[src/rtl/pulse_pkg.sv]
// Shared definitions for the pulse stretcher / pulse catcher pair:
// FSM state encoding and constant helpers.
package pulse_pkg;

  typedef enum logic [1:0] {
    IDLE    = 2'd0,
    QUAL_HI = 2'd1,
    ACTIVE  = 2'd2,
    QUAL_LO = 2'd3
  } state_e;

  function automatic int clog2(input int v);
    int r;
    r = 0;
    for (int i = 0; i < 31; i++) begin
      if ((1 << i) < v) r = i + 1;
    end
    return r;
  endfunction

  function automatic int max3(input int a, input int b, input int c);
    int m;
    m = (a > b) ? a : b;
    return (m > c) ? m : c;
  endfunction

endpackage

[src/rtl/sync_bit.sv]
// Single-bit multi-flop synchroniser with synchronous active-high clear.
module sync_bit
  import pulse_pkg::*;
#(
  parameter int STAGES = 2
) (
  input  logic clk,
  input  logic clr,
  input  logic d,
  output logic q
);

  logic [STAGES-1:0] sync_q;
  logic [STAGES-1:0] sync_d;

  always_comb sync_d = {sync_q[STAGES-2:0], d};

  always_ff @(posedge clk) begin
    if (clr) sync_q <= '0;
    else     sync_q <= sync_d;
  end

  assign q = sync_q[STAGES-1];

endmodule

[src/rtl/pulse_catcher.sv]
// Receive side of the pulse stretcher: synchronise, qualify high/low widths,
// emit one pulse_out per pulse and count. PULSE_TIMEOUT_EN adds a stuck-high flag.
module pulse_catcher
  import pulse_pkg::*;
#(
  parameter int N           = 32,
  parameter int SYNC_STAGES = 2,
  parameter int MIN_HIGH    = 2,
  parameter int MIN_LOW     = 2,
  parameter int MAX_HIGH    = 256
) (
  input  logic         rd_clk,
  input  logic         reset,
  input  logic         pulse_in,
  output logic         pulse_out,
  output logic         busy,
  output logic [N-1:0] count,
  output logic         stuck
);

  localparam int QW = clog2(max3(MIN_HIGH, MIN_LOW, MAX_HIGH)) + 1;
  localparam logic [QW-1:0] MH = QW'(MIN_HIGH);
  localparam logic [QW-1:0] ML = QW'(MIN_LOW);

  logic          s;
  state_e        state_q, state_d;
  logic [QW-1:0] q_q, q_d, q_inc;
  logic          fire;
  logic          pulse_out_q, pulse_out_d;
  logic          busy_q, busy_d;
  logic [N-1:0]  count_q, count_d;

  sync_bit #(.STAGES(SYNC_STAGES)) u_sync (
    .clk (rd_clk),
    .clr (reset),
    .d   (pulse_in),
    .q   (s)
  );

  always_comb begin
    state_d = state_q;
    q_d     = q_q;
    fire    = 1'b0;
    q_inc   = q_q + QW'(1);
    case (state_q)
      IDLE: if (s) begin
        if (MIN_HIGH == 1) begin
          state_d = ACTIVE;
          q_d     = '0;
          fire    = 1'b1;
        end else begin
          state_d = QUAL_HI;
          q_d     = QW'(1);
        end
      end
      QUAL_HI: begin
        if (!s) begin
          state_d = IDLE;
          q_d     = '0;
        end else if (q_inc >= MH) begin
          state_d = ACTIVE;
          q_d     = '0;
          fire    = 1'b1;
        end else begin
          q_d = q_inc;
        end
      end
      ACTIVE: begin
        if (!s) begin
          if (MIN_LOW == 1) begin
            state_d = IDLE;
            q_d     = '0;
          end else begin
            state_d = QUAL_LO;
            q_d     = QW'(1);
          end
        end
`ifdef PULSE_TIMEOUT_EN
        // saturate so a long stuck-high never wraps the counter
        else if (q_q < QW'(MAX_HIGH)) begin
          q_d = q_inc;
        end
`endif
      end
      QUAL_LO: begin
        if (s) begin
          state_d = ACTIVE;
          q_d     = '0;
        end else if (q_inc >= ML) begin
          state_d = IDLE;
          q_d     = '0;
        end else begin
          q_d = q_inc;
        end
      end
      default: begin
        state_d = IDLE;
        q_d     = '0;
      end
    endcase
    pulse_out_d = fire;
    busy_d      = (state_d != IDLE);
    count_d     = fire ? count_q + N'(1) : count_q;
  end

  always_ff @(posedge rd_clk) begin
    if (reset) begin
      state_q     <= IDLE;
      q_q         <= '0;
      pulse_out_q <= 1'b0;
      busy_q      <= 1'b0;
      count_q     <= '0;
    end else begin
      state_q     <= state_d;
      q_q         <= q_d;
      pulse_out_q <= pulse_out_d;
      busy_q      <= busy_d;
      count_q     <= count_d;
    end
  end

`ifdef PULSE_TIMEOUT_EN
  logic stuck_q, stuck_d;

  always_comb begin
    stuck_d = stuck_q | ((state_q == ACTIVE) && s && (q_inc >= QW'(MAX_HIGH)));
  end

  always_ff @(posedge rd_clk) begin
    if (reset) stuck_q <= 1'b0;
    else       stuck_q <= stuck_d;
  end

  assign stuck = stuck_q;
`else
  assign stuck = 1'b0;
`endif

  assign pulse_out = pulse_out_q;
  assign busy      = busy_q;
  assign count     = count_q;

endmodule

[config.mk]
export PLATFORM = sky130hd
export DESIGN_NAME = pulse_catcher
export DESIGN_NICKNAME = d
export VERILOG_FILES = /design/src/rtl/pulse_pkg.sv /design/src/rtl/sync_bit.sv /design/src/rtl/pulse_catcher.sv
export SDC_FILE = /design/constraint.sdc
export NUM_CORES = 1
export LEC_CHECK = 0
export BUFFER_PORTS_ARGS = -buffer_cell sky130_fd_sc_hd__buf_4
export CORE_ASPECT_RATIO = 0.6
export CORE_MARGIN = 10
export CORE_UTILIZATION = 60
export DETAILED_ROUTE_END_ITERATION = 7
export PLACE_DENSITY = 0.86
export SETUP_SLACK_MARGIN = 0.5
export SLEW_MARGIN = 20
export SYNTH_ARGS = -nofsm -noshare
export SYNTH_HDL_FRONTEND = slang
export SYNTH_SLANG_ARGS = --single-unit
[constraint.sdc]
create_clock -name rd_clk -period 3 [get_ports rd_clk]
set_input_delay 0.6 -clock rd_clk [delete_from_list [all_inputs] [get_ports rd_clk]]
set_output_delay 0.6 -clock rd_clk [all_outputs]
set_load 0.005 [all_outputs]
==> impl_metrics.ini, run 1 <==
[global_route]
grt_pass1_vias = 1855
antenna_found_initial = 0
grt_max_degree = 68
globalRouteOverflowTotal = 0
grt_pass1_wl_um = 9320
grt_usage_pct = 16.9

[sta]
min_period_over_period_pct = 77.2
rsz0062_at_grt = no
setup_violations = 0
slew_headroom_pct = 52.1
fin_ws_ns = 0.685
fin_tns_setup_ns = 0
fin_crit_ns = 2.31
worst_slew_pin_slew_ns = 0.713
whs_ns = 0.458
fmaxAchievable_ghz = 0.432
final_hold_viol_count = 0
drv_slew = 0
clock_skew_ns = 0.00566

[cells_and_area]
nets = 295
drive_above_1_share_pct = 17.9
insertedDiodeCount = 0
instances_no_fill = 337
area_delta_synth_final_pct = 17.2

[synth]
ys_warn_count = 0
synth_area_mm2 = 0.00227
synth-edff-count = 0
ys_ff_latch = 47
ys_seq_area_share_pct = 41.5
yosysTopAreaCell = dfxtp_1
synth_area_leaders = dfxtp_1 42%, o31ai_1 7.0%, or4_1 7.0%
ys.flop_type = dfxtp_1
synth.distinct_cells = 41
synth_most_common_cell = dfxtp_1
synth_top_area_share_pct = 41.5
synthTopCellsByCount = 47 x dfxtp_1, 29 x a21oi_1, 21 x o31ai_1, 21 x or4_1, 15 x nand3_1
syn_area_per_cell_um2 = 8.69
syn_inst = 261
syn_nets = 267
ys_async_sr_fraction_pct = 0

[setup_path]
cp_data_required_time_ns = 3.19
crit_start = q_q[0]
crit_fanout = 67
endpoint = count[31]
rrSetupSlack_ns = 0.69
regToRegStartpoint = q_q[0]
cp_data_arrival_time_ns = 2.51
setup.worst_path.start_class = flop
reg2reg_depth = 7
end_kind = flop
critPathMaxStageDelay_ns = 0.47
path_cells = ha_1 -> nand3_1 -> a211o_1 -> a2111oi_4 -> buf_12 -> nor4_1 -> mux2_1
crit_type = flop to flop
timing.rr.end = count[31]
cpMaxStageDelayCell = dfxtp_1

[floorplan]
die_area_mm2 = 0.00672
placementRows = 17
die_w_um = 99.4
coreArea_mm2 = 0.00366
chipHeight_um = 67.6
initial_core_util_pct = 62.0
ios = 38

[place]
io_buffers = 36
gp_congestion = 0.807
hpwl_um = 3990
dp_cells = 329
dp_slack_ns = 0.727

[clock_tree]
htreeDepth = 2
cts_setup_buffers = 0
root_buffer = clkbuf_8
cts_hold_buf = 0
clk_latency_ns = 0.30
cts_tree = built
cts.path.max_buffers = 2
cts_buffers = 5
numClockSinks = 47
clk_pin_slew_ns = 0.09
postCtsResizedCells = 0

[routing]
finalWirelength_um = 5760
num_vias = 2164
drc_errors = 0
ant_nets = 0
drt-initial-drc-count = 225
post_drt_wl_per_cell_um = 17.1
first_pass_iters = 4
vias_per_cell = 6.42

[flow_run]
drv_cap = 0

[min_path]
min_path_type = flop to flop

[pwr]
ir_worst_vdd_v = 0.000428
leakage_nw = 0.914
p_per_area_mw_per_mm2 = 438

[run_status]
outcome = completed
cell families after synthesis:
group	synth area share [%]
other	0.165
DFF	41.5
xor gates and xnor gates	1.16
and+or+nand+nor	28.7
muxes	0.993
adders and majority gates	1.66
AOI/OAI and AO/OA	21.1
buffers and inverters	4.69
where the power goes:
group,internal [mW],total (mW),switching [mW]
registers,0.626,0.629,0.00302
logic,0.0146,0.0544,0.0398
clock network,0.270,0.479,0.210
registers in the layout, summed over array words and instances (netlist names):
register / flops
count: 32
state_q: 2
pulse_out: 1
busy: 1
u_sync.sync_q: 2
q_q: 9
worst max-delay path, delay by kind of cell, from the launching register on:
| family | cells | cell delay (ns) |
|---|---|---|
| multiplexers | 1 | 0.32 |
| adder cells (fa/ha/maj) | 1 | 0.26 |
| AND/OR/NAND/NOR | 2 | 0.22 |
| AO/OA/AOI/OAI | 2 | 0.62 |
| buffers and inverters | 1 | 0.29 |
| flip-flops | 1 | 0.47 |
layout by cell type, fill, tap and decap left out, types with 9 or more instances in the layout:
cell      n
a21oi_1  29
nand3_1  15
nand4_1  12
nand2_1  12
and2_1   10
o31ai_1  21
or4_1    21
o21ai_1   9
dfxtp_1  47
buf_4    37
through the flow:
step	utilization, %	instance area, um^2	total power, mW
2_1_floorplan	-	2270	0.688
5_1_grt	72.6	2660	1.20
3_5_place_dp	69.4	2540	0.697
4_1_cts	72.6	2660	1.17
6_report	72.6	2660	1.16
3_3_place_gp	69.4	2540	0.695
area by class of cell:
class,count,area (um^2)
inverter,6,22.5
tap,47,58.8
timing repair buffer,38,298
clock inverter,2,35.0
sequential,47,941
multi-input combinational,191,1220
clock buffer,6,82.6
fill,297,1000
per-layer routing:
layer / GRT usage (%) / up-vias / wire [um]
li1: - / 1057 / -
met1: 23.4 / 997 / 2790
met2: 23.5 / 106 / 2400
met3: 6.01 / 4 / 521
met4: 6.41 / 0 / 47
met5: 0 / - / 0
worst min path at each step:
stage                           from                to  cells after the start
detailed placement  u_sync.sync_q[0]  u_sync.sync_q[1]                      1
global route        u_sync.sync_q[0]  u_sync.sync_q[1]                      1
finish              u_sync.sync_q[0]  u_sync.sync_q[1]                      1
floorplan           u_sync.sync_q[0]  u_sync.sync_q[1]                      1
global placement    u_sync.sync_q[0]  u_sync.sync_q[1]                      1
CTS                 u_sync.sync_q[0]  u_sync.sync_q[1]                      1
No activity file was read; power rests on OpenSTA's default activity.
==> run 2: changes to the inputs <==
--- a/config.mk
+++ b/config.mk
@@ -8,9 +8,9 @@
 export BUFFER_PORTS_ARGS = -buffer_cell sky130_fd_sc_hd__buf_4
 export CORE_ASPECT_RATIO = 0.6
 export CORE_MARGIN = 10
-export CORE_UTILIZATION = 60
+export CORE_UTILIZATION = 55
 export DETAILED_ROUTE_END_ITERATION = 7
-export PLACE_DENSITY = 0.86
+export PLACE_DENSITY = 0.8
 export SETUP_SLACK_MARGIN = 0.5
 export SLEW_MARGIN = 20
 export SYNTH_ARGS = -nofsm -noshare
==> constraint.sdc (replaced) <==
create_clock -name rd_clk -period 2.27 [get_ports rd_clk]
set_input_delay 0.454 -clock rd_clk [delete_from_list [all_inputs] [get_ports rd_clk]]
set_output_delay 0.454 -clock rd_clk [all_outputs]
set_load 0.005 [all_outputs]
==> impl_metrics.ini, run 2 (synthesis results as in run 1) <==
[min_path]
min_path_type = input pin to flop
hold_depth = 2

[place]
gp_congestion = 0.835
io_buffers = 36
dp_slack_ns = 0.0940
hpwl_um = 3900

[global_route]
antenna_found_initial = 0
globalRouteOverflowTotal = 0
grt_use_met2_pct = 23.6
grtUsageMet3_pct = 5.56
grt_pass1_wl_um = 10700
grt_usage_pct = 18.2
gr-usage-met1_pct = 26.9
grt_max_degree = 42
grt_pass1_vias = 2093
grt_busiest_layer = met1

[floorplan]
ios = 38
chipHeight_um = 69.7
initial_core_util_pct = 59.5
die_w_um = 103
placementRows = 17
coreArea_mm2 = 0.00381
die_area_mm2 = 0.00717

[clock_tree]
cts.path.max_buffers = 2
cts_buffers = 5
cts_tree = built
clk_latency_ns = 0.32
root_buffer = clkbuf_8
numClockSinks = 47
clk_pin_slew_ns = 0.08
htreeDepth = 2

[setup_path]
setup.worst_path.start_class = flop
cp_data_required_time_ns = 2.50
crit_fanout = 8
crit_type = flop to flop
cpMostUsedCell = a211o_1
cp_data_arrival_time_ns = 2.42
reg2reg_depth = 8
end_kind = flop
path_cells = a211o_1 -> a211o_1 -> a2111oi_4 -> buf_6 -> buf_12 -> clkbuf_16 -> o31ai_2 -> a21oi_1
cpMaxStageDelayCell = dfxtp_4
critPathMaxStageDelay_ns = 0.39

[pwr]
total_power_mw = 1.59
p_per_area_mw_per_mm2 = 461
leakage_nw = 1.21
ir_worst_vdd_v = 0.000561

[cells_and_area]
final_cell_mix = 48 x buf_4, 38 x dfxtp_1, 20 x a21oi_1, 15 x nand3_1, 13 x o31ai_4
drive_above_1_share_pct = 45.9
largest_reg_flops = 32
n_fill_cell = 138
final_common_cell = buf_4
finish.utilization_pct = 90.6
nets = 321
area_delta_synth_final_pct = 52.2
insertedDiodeCount = 0

[sta]
fmaxAchievable_ghz = 0.457
rsz0062_at_grt = yes
setup_violations = 0
min_period_over_period_pct = 96.4
slew_headroom_pct = 52.4
final_hold_viol_count = 0
fin_tns_setup_ns = 0
fin_ws_ns = 0.0826
worst_slew_pin_slew_ns = 0.708
fin_crit_ns = 2.19
clock_skew_ns = 0.0131
drv_slew = 0

[routing]
ant_nets = 0
drt-initial-drc-count = 259
finalWirelength_um = 9050
num_vias = 2647
post_drt_wl_per_cell_um = 24.9
drc_errors = 0
vias_per_cell = 7.29
first_pass_iters = 7

[run_status]
outcome = completed

[flow_run]
drv_cap = 0
-- run 2: report_power, final --
group          switching, mW  internal, mW
Combinational          0.127         0.119
Clock                  0.295         0.217
Sequential           0.00494         0.826
-- run 2: routing by layer --
metal  wire length, um  part of all wire (%)  up-vias
met2              3800                    42      256
met3              1300                    14       66
li1                  -                     -     1116
met4               414                   4.6        0
met5                 0                     0        -
met1              3530                    39     1209
-- run 2: cell type report --
| cell class | count | area, um^2 | share of cell area [%] |
|---|---|---|---|
| Clock buffer | 7 | 76.3 | 2.21 |
| Clock inverter | 1 | 5.00 | 0.145 |
| Inverter | 6 | 22.5 | 0.653 |
| Multi-Input combinational cell | 191 | 1650 | 47.8 |
| Sequential cell | 47 | 957 | 27.7 |
| Tap cell | 47 | 58.8 | 1.70 |
| Timing Repair Buffer | 64 | 682 | 19.8 |
-- run 2: through the flow --
step / hold slack (ns) / instance area [um^2] / instances
floorplan: 0.414 / 2270 / 261
global placement: 0.422 / 2610 / 338
detailed placement: 0.424 / 2610 / 338
CTS: 0.355 / 2890 / 356
global route: 0.390 / 3450 / 363
finish: 0.360 / 3450 / 363
-- run 2: repair_timing --
item                                    in CTS  in global routing
pin swaps                                   15                 63
gates resized for setup                     13                 88
hold buffers                                 0                  0
endpoints found under the setup margin      37                 37
buffers inserted                             6                  3
gates cloned                                 4                  4
-- run 2: path summary, 6_finish.rpt --
path / start / slack (ns) / to
setup / recovery: q_q[1] / 0.08 / count[19]
hold / removal: pulse_in / 0.36 / u_sync.sync_q[0]
setup reg to reg: q_q[1] / 0.08 / count[19]
hold reg to reg: u_sync.sync_q[0] / 0.44 / u_sync.sync_q[1]
-- run 2: critical path, delay by kind of cell, from the launching register on --
family,cells,cell delay (ns)
buf+inv,3,0.52
compound gates,5,1.19
flops,1,0.39
